==> src/rtl/writeback_regfile.sv <==
// ---------------------------------------------------------------------------
// writeback_regfile
//
// Write-back stage of a 5-stage MIPS-style pipeline fused with the 32x32
// register file it commits into. The MEM/WB instruction is decoded for its
// destination register. The result is written on the rising clock edge.
// The decode stage (IF/ID) reads rs/rt asynchronously and receives
// forwarding flags for a same-cycle write-back hit.
//
// Optional feature (macro RF_WRITE_BYPASS_EN):
//   defined     - read ports return MEMWBValue on a same-cycle destination
//                 match (write-before-read); IDEXAfromWB/IDEXBfromWB tied 0.
//   not defined - read ports return array contents only; flags report the
//                 same-cycle match so decode can forward.
//
// Ports:
//   clk, reset       clock, synchronous active-high reset
//   MEMWBIR          instruction in the MEM/WB latch
//   MEMWBValue       result to write back
//   IFIDIR           instruction in IF/ID (rs=[25:21], rt=[20:16])
//   rsData, rtData   register file read data for rs / rt
//   IDEXAfromWB      rs matches this cycle's write-back destination
//   IDEXBfromWB      rt matches this cycle's write-back destination
//   wbWrite, wbDest  combinational write enable / destination register
//   retiredCount     count of non-bubble instructions retired (wraps)
//   lastWrReg        last register written
//   lastWrData       last value written
// ---------------------------------------------------------------------------
module writeback_regfile #(
   parameter logic [31:0] NOOP_IR = 32'h0000_0020,
   parameter logic [5:0]  ALUOP   = 6'b000000,
   parameter logic [5:0]  LWOP    = 6'b100011,
   parameter logic [5:0]  ADDIOP  = 6'b001000,
   parameter int          CNT_W   = 32
) (
   input  logic             clk,
   input  logic             reset,
   input  logic [31:0]      MEMWBIR,
   input  logic [31:0]      MEMWBValue,
   input  logic [31:0]      IFIDIR,
   output logic [31:0]      rsData,
   output logic [31:0]      rtData,
   output logic             IDEXAfromWB,
   output logic             IDEXBfromWB,
   output logic             wbWrite,
   output logic [4:0]       wbDest,
   output logic [CNT_W-1:0] retiredCount,
   output logic [4:0]       lastWrReg,
   output logic [31:0]      lastWrData
);

   logic [5:0]       op;
   logic             dest_writer;
   logic [4:0]       if_rs;
   logic [4:0]       if_rt;
   logic [31:0]      rf_rs;
   logic [31:0]      rf_rt;
   logic             match_a;
   logic             match_b;

   logic [31:0]      regs_q [0:31];
   logic [CNT_W-1:0] cnt_q, cnt_d;
   logic [4:0]       last_reg_q, last_reg_d;
   logic [31:0]      last_data_q, last_data_d;

   // Only the register specifiers of IF/ID are of interest here.
   logic             unused_ifid_bits;
   assign unused_ifid_bits = ^{IFIDIR[31:26], IFIDIR[15:0]};

   assign if_rs = IFIDIR[25:21];
   assign if_rt = IFIDIR[20:16];

   // Destination decode. Non-writing opcodes report r0, and writes to r0
   // are suppressed, which also covers the bubble encoding.
   always_comb begin
      op          = MEMWBIR[31:26];
      wbDest      = 5'd0;
      dest_writer = 1'b0;
      if (op == ALUOP) begin
         wbDest      = MEMWBIR[15:11];
         dest_writer = 1'b1;
      end else if ((op == LWOP) || (op == ADDIOP)) begin
         wbDest      = MEMWBIR[20:16];
         dest_writer = 1'b1;
      end
      wbWrite = dest_writer && (wbDest != 5'd0);
   end

   // Register array. Entry 0 is cleared by reset and never written; the
   // read mux also forces it to zero so r0 is safe before the first reset.
   always_ff @(posedge clk) begin
      if (reset) begin
         for (int i = 0; i < 32; i++) begin
            regs_q[i] <= '0;
         end
      end else if (wbWrite) begin
         regs_q[wbDest] <= MEMWBValue;
      end
   end

   assign rf_rs = (if_rs == 5'd0) ? 32'd0 : regs_q[if_rs];
   assign rf_rt = (if_rt == 5'd0) ? 32'd0 : regs_q[if_rt];

   // wbWrite already excludes r0, so neither match can fire for r0.
   assign match_a = wbWrite && (wbDest == if_rs);
   assign match_b = wbWrite && (wbDest == if_rt);

`ifdef RF_WRITE_BYPASS_EN
   assign rsData      = match_a ? MEMWBValue : rf_rs;
   assign rtData      = match_b ? MEMWBValue : rf_rt;
   assign IDEXAfromWB = 1'b0;
   assign IDEXBfromWB = 1'b0;
`else
   assign rsData      = rf_rs;
   assign rtData      = rf_rt;
   assign IDEXAfromWB = match_a;
   assign IDEXBfromWB = match_b;
`endif

   // Retirement counter and last-write trace.
   always_comb begin
      cnt_d       = cnt_q;
      last_reg_d  = last_reg_q;
      last_data_d = last_data_q;
      if (MEMWBIR != NOOP_IR) begin
         cnt_d = cnt_q + CNT_W'(1);
      end
      if (wbWrite) begin
         last_reg_d  = wbDest;
         last_data_d = MEMWBValue;
      end
   end

   always_ff @(posedge clk) begin
      if (reset) begin
         cnt_q       <= '0;
         last_reg_q  <= '0;
         last_data_q <= '0;
      end else begin
         cnt_q       <= cnt_d;
         last_reg_q  <= last_reg_d;
         last_data_q <= last_data_d;
      end
   end

   assign retiredCount = cnt_q;
   assign lastWrReg    = last_reg_q;
   assign lastWrData   = last_data_q;

endmodule

==> config.mk <==
export PLATFORM = sky130hd
export DESIGN_NAME = writeback_regfile
export DESIGN_NICKNAME = d
export VERILOG_FILES = /design/src/rtl/writeback_regfile.sv
export SDC_FILE = /design/constraint.sdc
export NUM_CORES = 2
export LEC_CHECK = 0
export ABC_CLOCK_PERIOD_IN_PS = 4200
export CORE_UTILIZATION = 38
export CTS_BUF_LIST = sky130_fd_sc_hd__clkbuf_2 sky130_fd_sc_hd__clkbuf_4 sky130_fd_sc_hd__clkbuf_8
export DETAILED_ROUTE_END_ITERATION = 16
export MAX_ROUTING_LAYER = met4
export PLACE_DENSITY = 0.56
export REMOVE_ABC_BUFFERS = 1
export SETUP_SLACK_MARGIN = 0.05
export SYNTH_ARGS = -nofsm -noshare
export SYNTH_HDL_FRONTEND = slang
export SYNTH_SLANG_ARGS = --single-unit
==> constraint.sdc <==
create_clock -name clk -period 4.2 [get_ports clk]
set_input_delay 0.63 -clock clk [delete_from_list [all_inputs] [get_ports clk]]
set_output_delay 0.63 -clock clk [all_outputs]
set_load 0.05 [all_outputs]
==> summary.txt <==
Outcome
  • Status: finished, final reports clean

Yosys
  • Synth async-reset ratio: 0%
  • Yosys reg bits: 1,093
  • Cell variety after synth: 68
  • Primary FF master, synth: edfxtp_1
  • Seq/Total Area, Yosys: 55.4%
  • EDFF count, synth: 1,024
  • Area of the mapped netlist: 58,000 sq um
  • Synth warn: 0
  • Cells after synthesis: 3,751
  • Average size of a mapped cell: 15.5 sq um

STA
  • Relative slew slack: 26.6%
  • Slew @ Worst Pin: 1.10 ns
  • Slew Limit Fails: 0
  • TNS Setup: 0 ns
  • Top achievable clock speed: 251 MHz
  • Final Setup Violations: 0
  • RSZ-0062 raised after global routing: false
  • Clock skew: 0.00742 ns
  • Final hold viol count: 0
  • Minimum clock period: 3.98 ns
  • Final Cycle Share: 94.8%

Worst setup path
  • CP Data Required Time: 3.57 ns
  • Setup crit start: MEMWBIR[26]
  • Worst Path Max Fanout: 6
  • Levels on crit path: 8
  • R2r endpoint: retiredCount[27]
  • Reg-to-Reg Start: retiredCount[3]
  • Critical setup path kind: primary input to primary output
  • Crit end category: primary output
  • Worst path max stage delay: 0.56 ns
  • CP arrival: 3.35 ns
  • Reg2reg setup slack: 1.59 ns
  • CP bufs+invs: 3
  • Critical path endpoint: IDEXAfromWB
  • Worst-path cell chain: clkdlybuf4s50_1 -> and4b_1 -> o211ai_1 -> a21oi_1 -> or4_1 -> nor4_1 -> buf_4 -> buf_12
  • Slowest cell on crit path: o211ai_1
  • CP top delay family: simple AND/OR/NAND/NOR gates
  • Crit start category: primary input
  • Register-to-Register Path Depth: 5

Global route
  • GRT Total Usage: 28.3%
  • Largest net degree at the start of global routing: 65
  • Grt total ovfl: 0
  • Vias in the first global route: 38,346
  • Initial antenna violation count: 18
  • First-pass GRT wire length: 294,000 microns

Routing
  • Drt pass-1 iters: 5
  • Via count: 38,205
  • Residual DRC: 0
  • Post-route ant nets: 0
  • DR WL/cell: 33.9 microns
  • Drt total wl: 211,000 microns
  • DRT iter0 DRCs: 4,742
  • Vias per inst: 6.14

Pwr
  • Peak supply drop: 0.229 mV
  • Int Power: 19.5 mW
  • Pleak: 23.4 nW
  • Net switching power: 7.04 mW
  • Logic pwr share: 14.5%
  • Sequential share of power: 47.9%
  • Switching Fraction: 26.5%
  • Clk pwr share: 37.6%
  • P per Cell Area: 388 nW/um^2
  • Total Power: 26.5 mW

Floorplanning
  • Die area: 154,000 sq um
  • Std cell rows: 143
  • Core area: 152,000 sq um
  • Initial core utilization: 38.2%
  • Die Wd: 393 microns
  • Die H: 393 microns
  • I/O pins: 239

Worst hold path
  • HP Start: reset
  • Hold Crit Class: primary input to flip-flop

Cells and area
  • Nets: 4,129
  • Most frequent cells in the layout: 1,024 x edfxtp_1, 673 x and2_1, 640 x mux4_2, 209 x clkbuf_8, 200 x buf_4
  • Filler cells: 13,520
  • Commonest non-fill, non-tap cell in the layout: edfxtp_1
  • Final core occ: 45.0%
  • Layout Cells excl Fill: 6,220
  • Share of layout cells above drive strength 1: 32.7%
  • P&R area growth vs syn: 17.8%

Placed design
  • Number of port buffers: 216
  • Placed cells: 5,866
  • Detailed placement HPWL: 124,000 microns
  • Final GP Congestion: 0.851

Clocking
  • CTS Root Cell: clkbuf_8
  • CTS tree: done
  • Setup Fix Bufs, Post-CTS: 0
  • Hold buffers post-CTS: 0
  • # clock sinks: 1,093
  • Clock buffer depth: 3
  • Num CTS Buffers: 192
  • Clock H-tree levels: 4
  • Clock slew at reported path FFs: 0.06 ns
  • Clock Latency Late Sink: 0.90 ns
  • Post-CTS Resized: 0

Run
  • Max Cap Viol: 0
## state kept, by name, indices dropped and copies added (netlist names)
| name | cells |
|---|---|
| regs_q | 1024 |
| lastWrReg | 5 |
| lastWrData | 32 |
| retiredCount | 32 |
## kinds of logic after synthesis
kind of cell	Yosys count	share of synthesized area, %
DFF	1093	55.4
muxes	645	24.9
other	1	0.00646
and+or+nand+nor	1262	13.3
buffers and inverters	509	3.54
xor gates and xnor gates	7	0.106
AOI/OAI and AO/OA	233	2.65
adders and majority gates	1	0.0216
## Yosys cell counts (all sizes together), types with 5 or more instances
cell type / n / area share [%]
nand4: 47 / 0.51
nor4: 27 / 0.58
or2: 21 / 0.23
o31ai: 47 / 0.61
nand3: 19 / 0.17
o21bai: 6 / 0.078
nor2: 20 / 0.13
or3: 13 / 0.14
dfxtp: 69 / 2.4
buf: 139 / 1.1
inv: 106 / 0.69
mux4: 640 / 25
o21ai: 78 / 0.67
or4: 14 / 0.18
and2: 674 / 7.3
nor3: 195 / 1.9
clkbuf: 264 / 1.7
and3: 133 / 1.4
nor2b: 6 / 0.065
nand2: 78 / 0.50
a21o: 6 / 0.078
a2111oi: 5 / 0.22
edfxtp: 1024 / 53
a21oi: 61 / 0.53
a21boi: 7 / 0.12
## stage by stage
step                instance area, sq um  hold slack [ns]  setup slack (ns)
floorplan                          56500            0.693             -2.83
global placement                   64500            0.453             0.294
detailed placement                 64500            0.462             0.254
CTS                                68300            0.130             0.273
global route                       68300            0.163             0.147
finish                             68300            0.196             0.217
## worst min-delay path by stage
stage | end | slack [ns] | cells after the start
finish | regs_q[0][4] | 0.20 | 1
global route | regs_q[0][4] | 0.16 | 1
CTS | regs_q[0][4] | 0.13 | 1
detailed placement | lastWrData[22] | 0.46 | 2
global placement | lastWrData[14] | 0.45 | 2
floorplan | lastWrData[0] | 0.69 | 2
## area by class of cell
| class | instances | area [sq um] | area share (%) |
|---|---|---|---|
| Clock buffer | 270 | 3330 | 4.87 |
| Clock inverter | 79 | 484 | 0.709 |
| Sequential cell | 1093 | 32100 | 47.0 |
| Multi-Input combinational cell | 2180 | 24200 | 35.5 |
| Tap cell | 2030 | 2540 | 3.72 |
| Antenna cell | 5 | 12.5 | 0.0183 |
| Inverter | 106 | 398 | 0.582 |
| Timing Repair Buffer | 457 | 5200 | 7.61 |
## layer usage
| metal | GRT usage [%] | vias to the layer above | wire [microns] |
|---|---|---|---|
| met2 | 42.4 | 2311 | 97300 |
| met5 | - | - | 0 |
| met3 | 6.39 | 375 | 22300 |
| met4 | 10.1 | 0 | 7040 |
| li1 | - | 15355 | - |
| met1 | 37.8 | 20164 | 84100 |
## worst reg2reg max path, delay by kind of cell, from the launching register on
family,cells,cell delay [ns]
DFF,1,0.47
and+or+nand+nor,4,1.65
muxes,1,0.37
## power by group through the flow
stage | clock network (mW) | registers, mW | logic [mW]
detailed placement | 0 | 12.9 | 3.84
CTS | 10.1 | 12.7 | 3.84
global placement | 0 | 12.9 | 3.83
floorplan | 0 | 12.9 | 1.89
finish | 9.98 | 12.7 | 3.84
global route | 10.6 | 12.8 | 3.97
Power figures use the tool's default switching activity.
